`config.mk`:
```
export PLATFORM = sky130hd
export DESIGN_NAME = front_panel_led_driver_flat
export DESIGN_NICKNAME = d
export VERILOG_FILES = /design/src/rtl/front_panel_led_driver_if.sv /design/src/rtl/front_panel_led_driver.sv /design/src/flat_wrapper.sv
export SDC_FILE = /design/constraint.sdc
export NUM_CORES = 1
export LEC_CHECK = 0
export CAP_MARGIN = 20
export CORE_MARGIN = 1.5
export CORE_UTILIZATION = 40
export DETAILED_ROUTE_END_ITERATION = 8
export PLACE_DENSITY_LB_ADDON = 0.08
export SYNTH_ARGS = -nofsm -noshare
export SYNTH_HDL_FRONTEND = slang
export SYNTH_SLANG_ARGS = --single-unit
```
`constraint.sdc`:
```
create_clock -name clk -period 2.45 [get_ports clk]
set_input_delay 0.245 -clock clk [delete_from_list [all_inputs] [get_ports clk]]
set_output_delay 0.245 -clock clk [all_outputs]
set_load 0.01 [all_outputs]
```
`src/rtl/front_panel_led_driver_if.sv`:
```
// CPU-side register bus of the front panel LED driver: write strobe/address/data,
// status read strobe and the returned status snapshot.
interface front_panel_led_driver_if;
   logic       led_wr_stb;
   logic [1:0] led_wr_addr;
   logic [7:0] led_wr_data;
   logic       led_status_rd_stb;
   logic [7:0] led_status_reg;

   modport master (
      output led_wr_stb, led_wr_addr, led_wr_data, led_status_rd_stb,
      input  led_status_reg
   );

   modport slave (
      input  led_wr_stb, led_wr_addr, led_wr_data, led_status_rd_stb,
      output led_status_reg
   );
endinterface

```
`src/rtl/front_panel_led_driver.sv`:
```
// Drives two chained 74HC595s on the front panel: serialises committed 16-bit LED
// patterns MSB first, PWM-dims them through OE#, and reports busy/pending/overrun.
module front_panel_led_driver #(
   parameter int CLK_DIV = 4
) (
   input  logic                      clk,
   input  logic                      reset,
   front_panel_led_driver_if.slave   bus,
   output logic                      sr_clk,
   output logic                      sr_data,
   output logic                      sr_latch,
   output logic                      sr_oe_n
);

   localparam logic [1:0] IDLE     = 2'd0;
   localparam logic [1:0] SHIFT_LO = 2'd1;
   localparam logic [1:0] SHIFT_HI = 2'd2;
   localparam logic [1:0] LATCH    = 2'd3;

   localparam logic [7:0] DIV_LAST = 8'(CLK_DIV - 1);

   logic [1:0]  state;
   logic [14:0] shreg;
   logic [3:0]  bit_cnt;
   logic [7:0]  div_cnt;
   logic [7:0]  shadow_lo;
   logic [15:0] pending_data;
   logic        pending;
   logic        overrun;
   logic [7:0]  brightness;
   logic [7:0]  pwm_cnt;

   logic busy;
   logic commit;
   logic consume;
   logic div_done;

   assign busy     = (state != IDLE);
   assign commit   = bus.led_wr_stb && (bus.led_wr_addr == 2'd1);
   assign consume  = (state == IDLE) && pending;
   assign div_done = (div_cnt == DIV_LAST);

   // A commit that lands on the consume cycle simply queues behind the frame
   // being taken, so only a commit over an unconsumed frame counts as overrun.
   always_ff @(posedge clk) begin
      if (reset) begin
         shadow_lo          <= 8'h00;
         pending_data       <= 16'h0000;
         pending            <= 1'b0;
         overrun            <= 1'b0;
         brightness         <= 8'hFF;
         bus.led_status_reg <= 8'h00;
      end else begin
         if (bus.led_wr_stb && (bus.led_wr_addr == 2'd0))
            shadow_lo <= bus.led_wr_data;
         if (bus.led_wr_stb && (bus.led_wr_addr == 2'd2))
            brightness <= bus.led_wr_data;

         if (commit) begin
            pending_data <= {bus.led_wr_data, shadow_lo};
            pending      <= 1'b1;
         end else if (consume) begin
            pending <= 1'b0;
         end

         if (commit && pending && !consume)
            overrun <= 1'b1;
         else if (bus.led_status_rd_stb)
            overrun <= 1'b0;

         if (bus.led_status_rd_stb)
            bus.led_status_reg <= {5'b00000, overrun, pending, busy};
      end
   end

   // Free-running PWM; OE# is registered so it trails pwm_cnt by one cycle.
   always_ff @(posedge clk) begin
      if (reset) begin
         pwm_cnt <= 8'h00;
         sr_oe_n <= 1'b1;
      end else begin
         pwm_cnt <= pwm_cnt + 8'd1;
         sr_oe_n <= ~(pwm_cnt < brightness);
      end
   end

   // Each bit gets a full CLK_DIV low phase with data already set up, then a
   // CLK_DIV high phase; the latch follows only after the last high phase.
   always_ff @(posedge clk) begin
      if (reset) begin
         state    <= IDLE;
         shreg    <= 15'h0000;
         bit_cnt  <= 4'd0;
         div_cnt  <= 8'd0;
         sr_clk   <= 1'b0;
         sr_data  <= 1'b0;
         sr_latch <= 1'b0;
      end else begin
         case (state)
            IDLE: begin
               if (pending) begin
                  shreg   <= pending_data[14:0];
                  sr_data <= pending_data[15];
                  bit_cnt <= 4'd15;
                  div_cnt <= 8'd0;
                  sr_clk  <= 1'b0;
                  state   <= SHIFT_LO;
               end
            end
            SHIFT_LO: begin
               if (div_done) begin
                  div_cnt <= 8'd0;
                  sr_clk  <= 1'b1;
                  state   <= SHIFT_HI;
               end else begin
                  div_cnt <= div_cnt + 8'd1;
               end
            end
            SHIFT_HI: begin
               if (div_done) begin
                  div_cnt <= 8'd0;
                  sr_clk  <= 1'b0;
                  if (bit_cnt != 4'd0) begin
                     bit_cnt <= bit_cnt - 4'd1;
                     sr_data <= shreg[14];
                     shreg   <= {shreg[13:0], 1'b0};
                     state   <= SHIFT_LO;
                  end else begin
                     sr_data  <= 1'b0;
                     sr_latch <= 1'b1;
                     state    <= LATCH;
                  end
               end else begin
                  div_cnt <= div_cnt + 8'd1;
               end
            end
            LATCH: begin
               if (div_done) begin
                  div_cnt  <= 8'd0;
                  sr_latch <= 1'b0;
                  state    <= IDLE;
               end else begin
                  div_cnt <= div_cnt + 8'd1;
               end
            end
            default: state <= IDLE;
         endcase
      end
   end

endmodule
```
`src/flat_wrapper.sv`:
```
// flat-port wrapper written by rule: the top's interface ports become plain ports
module front_panel_led_driver_flat 
#(
   parameter int CLK_DIV = 4
)
  (clk, reset, sr_clk, sr_data, sr_latch, sr_oe_n, bus_led_wr_stb, bus_led_wr_addr, bus_led_wr_data, bus_led_status_rd_stb, bus_led_status_reg);
  front_panel_led_driver_if bus_i ();
  input  logic clk;
  input  logic reset;
  output logic sr_clk;
  output logic sr_data;
  output logic sr_latch;
  output logic sr_oe_n;
  input wire logic [$bits(bus_i.led_wr_stb)-1:0] bus_led_wr_stb;
  input wire logic [$bits(bus_i.led_wr_addr)-1:0] bus_led_wr_addr;
  input wire logic [$bits(bus_i.led_wr_data)-1:0] bus_led_wr_data;
  input wire logic [$bits(bus_i.led_status_rd_stb)-1:0] bus_led_status_rd_stb;
  output wire logic [$bits(bus_i.led_status_reg)-1:0] bus_led_status_reg;
  assign bus_i.led_wr_stb = bus_led_wr_stb;
  assign bus_i.led_wr_addr = bus_led_wr_addr;
  assign bus_i.led_wr_data = bus_led_wr_data;
  assign bus_i.led_status_rd_stb = bus_led_status_rd_stb;
  assign bus_led_status_reg = bus_i.led_status_reg;
  front_panel_led_driver #(.CLK_DIV(CLK_DIV)) u_core (.clk(clk), .reset(reset), .bus(bus_i), .sr_clk(sr_clk), .sr_data(sr_data), .sr_latch(sr_latch), .sr_oe_n(sr_oe_n));
endmodule
```
==> impl_metrics.toml, run 1 <==
[timing]
fin_crit_sh = 0.784
slew_violations = 0
finalHoldViolCount = 0
max_freq_ghz = 0.521
setup-tns-final_ns = 0
post-route-min-period_ns = 1.92
skew_ns = 0.00680
rsz0062_at_grt = "no"
worstMarginPinSlew_ns = 0.825
setup_viol = 0
slew_headroom = 0.450
worst_slack_ns = 0.530

[layout]
final_nets = 427
syn_to_final_growth_pct = 13.4
antenna_cells = 0
fillers = 842
reg.largest.list = "u_core.pending_data: 16 flops, u_core.shreg: 15 flops"
largest_register_ffs = 16
drive_above_1_share = 0.0980
largest-register = "u_core.pending_data"

[routing]
first_iter_violations = 104
routed_via_density = 5.12
wl_um = 6810
drc = 0
wire_per_inst_um = 13.3
met3_length_um = 206
dr.pass1.iters = 4
top_layer_used = "met4"
wl_met2_um = 3160
via_count = 2628
m1WireLength_um = 3370
antenna_left = 0

[cts]
clock-sinks = 78
numCtsBuffers = 9
cts_tree = "built"
htreeDepth = 3
cts_hold_buffers = 0
insertion_delay_ns = 0.34
root_buffer = "clkbuf_8"
clk_transition_reported_paths_ns = 0.08
post_cts_buffers = 0
clock_path_buffers = 2
ctsResizeCount = 0

[placed_design]
hpwlAfterDp_um = 4650
pre_cts_ws_ns = 0.578
io_buffers = 20
gp_congestion = 0.825

[die]
core_sq_um = 8340
rows = 33
die_height_um = 96.5
die_area_sq_um = 9310
die_width_um = 96.5
start_util = 0.419
io_pins = 26

[logic_synthesis]
synth_area_sq_um = 3500
yosysWarnings = 0
synth_cells = 391
ys.flop_type = "dfxtp_1"
synth_cell_types = 47
async_flop_share = 0
yosysSeqAreaShare = 0.447
syn-mean-instance-area_sq_um = 8.94
ys_ff_latch = 78
synth-edff-count = 0

[global_routing]
gr-usage-all-layers = 0.161
grt_pass1_wl_um = 11600
grt_max_degree = 48
antenna_found_initial = 0
grt_overflow_total = 0
grt_pass1_vias = 2478

[hold_path]
hp-class = "reg -> reg"

[worst_setup_path]
arrival_ns = 2.18
critPathKind = "reg -> reg"
required_ns = 2.71
cp-start-kind = "flop"
cp_max_fo = 29
cp-end-kind = "flop"

[run]
maxCapViolations = 0

[pwr]
p_leak_nw = 1.49
power.density_nw_per_um2 = 649
peakVddDrop_mv = 0.279

[run_status]
outcome = "finished clean"
routing by layer:
| layer | up-vias | GRT usage |
|---|---|---|
| met1 | 1235 | 0.208 |
| met4 | 0 | 0.0435 |
| li1 | 1360 | - |
| met3 | 6 | 0.0477 |
| met2 | 27 | 0.262 |
| met5 | - | 0 |
path summary, 6_finish.rpt:
check / startpoint / to / slack, ns / depth (start not counted)
worst min-delay path: u_core.shadow_lo[7]$_SDFFE_PP0P_ / u_core.pending_data[7]$_SDFFE_PP0P_ / 0.46 / 2
worst max-delay path: u_core.div_cnt[0]$_SDFFE_PP0P_ / u_core.shreg[11]$_SDFFE_PP0P_ / 0.53 / 6
worst min register to register: u_core.shadow_lo[7]$_SDFFE_PP0P_ / u_core.pending_data[7]$_SDFFE_PP0P_ / 0.46 / 2
worst max register to register: u_core.div_cnt[0]$_SDFFE_PP0P_ / u_core.shreg[11]$_SDFFE_PP0P_ / 0.53 / 6
critical path: stages (launching register included):
cell	delay, ns
dfxtp_1	0.42
ha_1	0.26
nor4b_4	0.35
a41o_2	0.34
buf_12	0.20
nor2_1	0.07
a211oi_2	0.19
kinds of logic (layout without fill, tap and decap cells):
logic type	count (synthesis)	after routing	share of synthesized area
simple gates	159	159	0.223
flops	78	78	0.447
compound gates	70	70	0.148
buf+inv	41	54	0.0558
mux	26	26	0.0744
fa+ha+maj	10	10	0.0358
xor+xnor	6	6	0.0150
other cells	1	5	0.00107
metrics by stage:
step                hold slack (ns)  total power, mW  instance area [sq um]  utilization  std cells
floorplan                     0.341             1.48                   3510            -        395
global placement              0.440             1.54                   3740        0.449        497
detailed placement            0.444             1.54                   3740        0.449        497
CTS                           0.459             2.61                   3960        0.475        513
global route                  0.475             2.69                   3960        0.475        513
finish                        0.457             2.57                   3960        0.475        513
layout make-up:
| type | count | area, sq um | share of cell area |
|---|---|---|---|
| Multi-Input combinational cell | 276 | 1750 | 0.443 |
| Timing Repair Buffer | 25 | 245 | 0.0619 |
| Clock inverter | 7 | 98.8 | 0.0249 |
| Sequential cell | 78 | 1560 | 0.394 |
| Inverter | 13 | 48.8 | 0.0123 |
| Clock buffer | 9 | 124 | 0.0313 |
| Tap cell | 105 | 131 | 0.0331 |
cells in the mapped netlist, types with 2 or more instances:
cell | count | area share
a211oi_1 | 7 | 0.015
a211oi_2 | 13 | 0.047
a21o_1 | 3 | 0.0064
a21oi_1 | 29 | 0.042
a311oi_1 | 3 | 0.0075
a31oi_1 | 2 | 0.0036
and3_1 | 4 | 0.0072
buf_1 | 3 | 0.0032
buf_2 | 3 | 0.0043
buf_4 | 6 | 0.013
buf_6 | 2 | 0.0064
clkbuf_1 | 14 | 0.015
dfxtp_1 | 78 | 0.45
ha_1 | 10 | 0.036
inv_1 | 13 | 0.014
mux2i_1 | 26 | 0.074
nand2_1 | 56 | 0.060
nand2b_1 | 5 | 0.0089
nand3_1 | 11 | 0.016
nand3b_1 | 12 | 0.026
nand4_1 | 2 | 0.0036
nor2_1 | 43 | 0.046
nor2b_1 | 5 | 0.0089
nor3_1 | 6 | 0.0086
nor3b_1 | 3 | 0.0064
o21ai_0 | 6 | 0.0086
or2_2 | 2 | 0.0036
xnor2_1 | 2 | 0.0050
xor2_1 | 4 | 0.010
power breakdown:
| group | internal (mW) | switching (mW) |
|---|---|---|
| sequential | 1.30 | 0.0235 |
| combinational | 0.0781 | 0.104 |
| clock | 0.575 | 0.489 |
cells in the final DEF (no fill, tap or decap), types with 4 or more instances in the layout:
master | Yosys | final
a211oi_1 | 7 | 7
a211oi_2 | 13 | 13
a21oi_1 | 29 | 29
and3_1 | 4 | 4
buf_4 | 6 | 4
clkbuf_8 | 0 | 9
clkdlybuf4s50_1 | 0 | 19
clkinvlp_4 | 0 | 4
conb_1 | 1 | 5
dfxtp_1 | 78 | 78
ha_1 | 10 | 10
inv_1 | 13 | 13
mux2i_1 | 26 | 26
nand2_1 | 56 | 56
nand2b_1 | 5 | 5
nand3_1 | 11 | 11
nand3b_1 | 12 | 12
nor2_1 | 43 | 43
nor2b_1 | 5 | 5
nor3_1 | 6 | 6
o21ai_0 | 6 | 6
xor2_1 | 4 | 4
Power figures use the tool's default switching activity.
==> run 2, diff against run 1 <==
==> constraint.sdc (replaced) <==
create_clock -name clk -period 1.6 [get_ports clk]
set_input_delay 0.16 -clock clk [delete_from_list [all_inputs] [get_ports clk]]
set_output_delay 0.16 -clock clk [all_outputs]
set_load 0.01 [all_outputs]
==> run 2 against run 1 <==
Fmax increased by 20%. Count of clock-buffer cells in the layout grew 3. Largest power group unchanged. Die area did not move. Core utilization grew 4.0 points. Routed wire length increased by 7.6%. Highest routed layer unchanged. Sequential share of layout area down 3.0 points.
==> impl_metrics.toml, run 2 (synthesized netlist as in run 1, its figures left out) <==
[layout]
syn_to_final_growth_pct = 23.0
reg.largest.list = "u_core.pending_data: 16 flops, u_core.shreg: 15 flops"
antenna_cells = 0
largest_register_ffs = 16
drive_above_1_share = 0.221
layout_common_cells = "dfxtp_1 (74), nand2_1 (56), buf_4 (31)"
largest-register = "u_core.pending_data"
final_nets = 458
final_common_cell = "dfxtp_1"

[timing]
finalHoldWorstSlack_ns = 0.213
max_freq_ghz = 0.626
fin_crit_sh = 0.998
post-route-min-period_ns = 1.60
setup_viol = 0
skew_ns = 0.00707
rsz0062_at_grt = "yes"
slew_violations = 0
finalHoldViolCount = 0

[die]
core_sq_um = 8340
die_width_um = 96.5
die_height_um = 96.5
start_util = 0.419
rows = 33
io_pins = 26
die_area_sq_um = 9310

[worst_setup_path]
arrival_ns = 1.89
cp_max_fo = 6
worstPathCellList = "inv_2 > ha_4 > or3b_4 > a41o_4 > buf_4 > nand2b_1 > a21oi_1"
cp_slowest_cell = "or3b_4"
slowest_delay_ns = 0.38
reg2reg_from = "u_core.bit_cnt[1]$_SDFFE_PP0P_"
critPathKind = "reg -> reg"
cp-end-kind = "flop"
cp-start-kind = "flop"
startpoint = "u_core.bit_cnt[1]$_SDFFE_PP0P_"
required_ns = 1.89

[routing]
wire_per_inst_um = 13.5
dr.pass1.iters = 4
first_iter_violations = 57
antenna_left = 0
routed_via_density = 5.15
via_count = 2800
drc = 0
wl_um = 7330

[cts]
clock_path_buffers = 2
htreeDepth = 3
cts_tree = "built"
insertion_delay_ns = 0.35
clock-sinks = 78
numCtsBuffers = 9
root_buffer = "clkbuf_8"
clk_transition_reported_paths_ns = 0.08

[global_routing]
grt_pass1_vias = 2605
grt_overflow_total = 0
grt_max_degree = 35
antenna_found_initial = 0
grt_pass1_wl_um = 12200
gr-usage-all-layers = 0.171

[pwr]
peakVddDrop_mv = 0.425
power.density_nw_per_um2 = 856
p_leak_nw = 1.67
total_power_mw = 3.68

[run_status]
outcome = "finished clean"

[hold_path]
hp-class = "in -> reg"
hold_start = "reset"

[run]
maxCapViolations = 0

[placed_design]
io_buffers = 20
gp_congestion = 0.777
hpwlAfterDp_um = 5000
[run 2: cell count changes in the layout (fill, tap and decap cells not counted), sizes merged]
cell | before | now
bufinv | 2 | 0
clkinvlp | 4 | 1
buf | 6 | 36
clkinv | 1 | 3
clkbuf | 9 | 13
[run 2: path summary, 6_finish.rpt]
check	slack [ns]	depth (start not counted)	to
max	0.003	7	u_core.shreg[0]$_SDFFE_PP0P_
min	0.21	3	u_core.div_cnt[5]$_SDFFE_PP0P_
max reg2reg	0.003	7	u_core.shreg[0]$_SDFFE_PP0P_
min reg2reg	0.46	2	u_core.pending_data[3]$_SDFFE_PP0P_
[run 2: cell type report]
type,count,area [sq um]
clock buffers,12,145
clock inverters,4,22.5
fillers,799,4040
inverters,13,48.8
multi-input cells,276,1860
flip-flops and latches,78,1570
well taps,105,131
repair buffers,56,524
[run 2: routing by layer]
metal,wire (um),GRT usage,share of wire
met3,188,0.0313,0.026
met2,3340,0.276,0.46
met5,0,0,0
met1,3650,0.220,0.50
met4,148,0.0833,0.020
[run 2: what timing repair did]
| action | in CTS | in global routing |
|---|---|---|
| gates cloned | 0 | 1 |
| pin swaps | 8 | 6 |
| buffers inserted | 2 | 2 |
| hold buffers | 0 | 0 |
| gates resized for setup | 5 | 7 |
| endpoints found under the setup margin | 22 | 23 |
[run 2: stage by stage]
step           TNS [ns]  setup WS [ns]  instance area [sq um]  utilization  instances
2_1_floorplan  -0.00655       -0.00655                   3570            -        395
3_3_place_gp     -0.898        -0.0807                   4030        0.483        523
3_5_place_dp      -1.81         -0.139                   4030        0.483        523
4_1_cts         -0.0782        -0.0208                   4230        0.507        541
5_1_grt          -0.952        -0.0835                   4300        0.515        544
6_report              0        0.00251                   4300        0.515        544
[run 2: report_power, final]
part           total (mW)  switching, mW  internal [mW]
Sequential           2.03         0.0351           2.00
Clock                1.31          0.713          0.600
Combinational       0.337          0.175          0.162
[run 2: worst max-delay path, delay by kind of cell, from the launching register on]
family | cells | cell delay, ns
flops | 1 | 0.33
fa+ha+maj | 1 | 0.12
simple gates | 2 | 0.51
compound gates | 2 | 0.37
buf+inv | 2 | 0.21
==> run 3, diff against run 2 <==
--- a/config.mk
+++ b/config.mk
@@ -10,6 +10,7 @@
 export CORE_UTILIZATION = 40
 export DETAILED_ROUTE_END_ITERATION = 8
 export PLACE_DENSITY_LB_ADDON = 0.08
+export SKIP_LAST_GASP = 1
 export SYNTH_ARGS = -nofsm -noshare
 export SYNTH_HDL_FRONTEND = slang
 export SYNTH_SLANG_ARGS = --single-unit
==> run 3 against run 2 <==
Critical path type unchanged. Largest power group unchanged. Flip-flop and latch count unchanged. Combinational power about the same. Count of clock-buffer cells in the layout unchanged. Global-route usage about the same. Total power about the same. The flow now finishes with violations (setup timing). Final area down 0.64%. Clock skew up 0.00054 ns.
==> impl_metrics.toml, run 3 (synthesized netlist as in run 1, its figures left out) <==
[worst_setup_path]
critPathKind = "reg -> reg"
worst-path-buf-inv = 2
cp_max_fo = 6
critPathTopFamily = "simple AND/OR/NAND/NOR gates"
cp-end-kind = "flop"
cp_slowest_cell = "or3b_4"
required_ns = 1.89
arrival_ns = 1.96
cp-start-kind = "flop"
slowest_delay_ns = 0.38
worstPathCellList = "inv_2 > ha_4 > or3b_4 > a41o_4 > buf_4 > nand2b_1 > a21oi_1"

[routing]
wl_um = 7330
routed_via_density = 5.17
wire_per_inst_um = 13.5
drc = 0
first_iter_violations = 71
via_count = 2810
dr.pass1.iters = 4
antenna_left = 0

[run_status]
failed_checks = "setup timing"
outcome = "complete, but fails checks"

[layout]
reg.largest.list = "u_core.pending_data: 16 flops, u_core.shreg: 15 flops"
largest_register_ffs = 16
final_util = 0.512
antenna_cells = 0
layout_common_cells = "dfxtp_1 (74), nand2_1 (56), buf_4 (31)"
final_nets = 457
syn_to_final_growth_pct = 22.2
stdcell_count = 543
final_common_cell = "dfxtp_1"
drive_above_1_share = 0.217
largest-register = "u_core.pending_data"

[global_routing]
antenna_found_initial = 0
met1_usage = 0.220
gr-usage-met2 = 0.276
grt_overflow_total = 0
met3_usage = 0.0313
grt_max_degree = 35
gr-usage-all-layers = 0.171
grt_pass1_wl_um = 12200
grt_busiest_layer = "met2"
grt_pass1_vias = 2611

[die]
rows = 33
die_width_um = 96.5
die_area_sq_um = 9310
die_height_um = 96.5
core_sq_um = 8340
io_pins = 26
start_util = 0.419

[timing]
post-route-min-period_ns = 1.67
max_freq_ghz = 0.600
finalHoldViolCount = 0
fin_crit_sh = 1.04
finalHoldWorstSlack_ns = 0.217
setup_viol = 18
rsz0062_at_grt = "yes"
setup-tns-final_ns = -0.771
slew_violations = 0
skew_ns = 0.00761
worst_slack_ns = -0.0670

[cts]
cts_tree = "built"
numCtsBuffers = 9
htreeDepth = 3
clock_path_buffers = 2
clock-sinks = 78
root_buffer = "clkbuf_8"
clk_transition_reported_paths_ns = 0.08
insertion_delay_ns = 0.35

[placed_design]
dpl.cell_count = 523
io_buffers = 20
gp_congestion = 0.777
hpwlAfterDp_um = 5000

[pwr]
total_power_mw = 3.68
peakVddDrop_mv = 0.425
power.density_nw_per_um2 = 862
p_leak_nw = 1.66

[hold_path]
hp-class = "in -> reg"

[run]
maxCapViolations = 0
[run 3: path summary, 6_finish.rpt]
check                                            from                             endpoint  slack (ns)  cells past startpoint
setup / recovery       u_core.bit_cnt[1]$_SDFFE_PP0P_         u_core.shreg[0]$_SDFFE_PP0P_       -0.07                      7
hold / removal                                  reset       u_core.div_cnt[5]$_SDFFE_PP0P_        0.22                      3
setup reg to reg       u_core.bit_cnt[1]$_SDFFE_PP0P_         u_core.shreg[0]$_SDFFE_PP0P_       -0.07                      7
hold reg to reg   u_core.pending_data[3]$_SDFFE_PP0P_  u_core.pending_data[3]$_SDFFE_PP0P_        0.46                      2
[run 3: routing by layer]
metal  vias to the layer above  part of all wire
met5                         -                 0
met4                         0             0.020
met3                        13             0.026
met2                        41              0.45
met1                      1335              0.50
li1                       1421                 -
[run 3: area by class of cell]
class | count | area, sq um
multi-input cells | 276 | 1840
fillers | 800 | 4070
clock inverters | 4 | 22.5
repair buffers | 55 | 513
well taps | 105 | 131
inverters | 13 | 48.8
clock buffers | 12 | 145
flip-flops and latches | 78 | 1570
[run 3: what timing repair did]
| item | 4_1_cts | 5_1_grt |
|---|---|---|
| hold buffers | 0 | 0 |
| setup endpoints to repair | 22 | 27 |
| gates cloned | 0 | 1 |
| pin swaps | 1 | 3 |
| gates resized for setup | 4 | 4 |
| setup buffers | 2 | 1 |
[run 3: where the power goes]
group | leakage, nW | internal [mW] | switching (mW)
Clock | 0.0861 | 0.600 | 0.714
Sequential | 0.635 | 2.00 | 0.0349
Combinational | 0.938 | 0.163 | 0.175
Total | 1.66 | 2.76 | 0.924
[run 3: per-stage QoR]
step	instance area, sq um	worst slack (ns)
after floorplan	3570	-0.00655
after global placement	4030	-0.0807
after detailed placement	4030	-0.139
after CTS	4220	-0.0646
after global routing	4270	-0.135
final	4270	-0.0670
[run 3: worst min-delay path, cell delays in order]
cell	delay, ns
buf_2	0.16
or4b_1	0.13
nand3_1	0.06
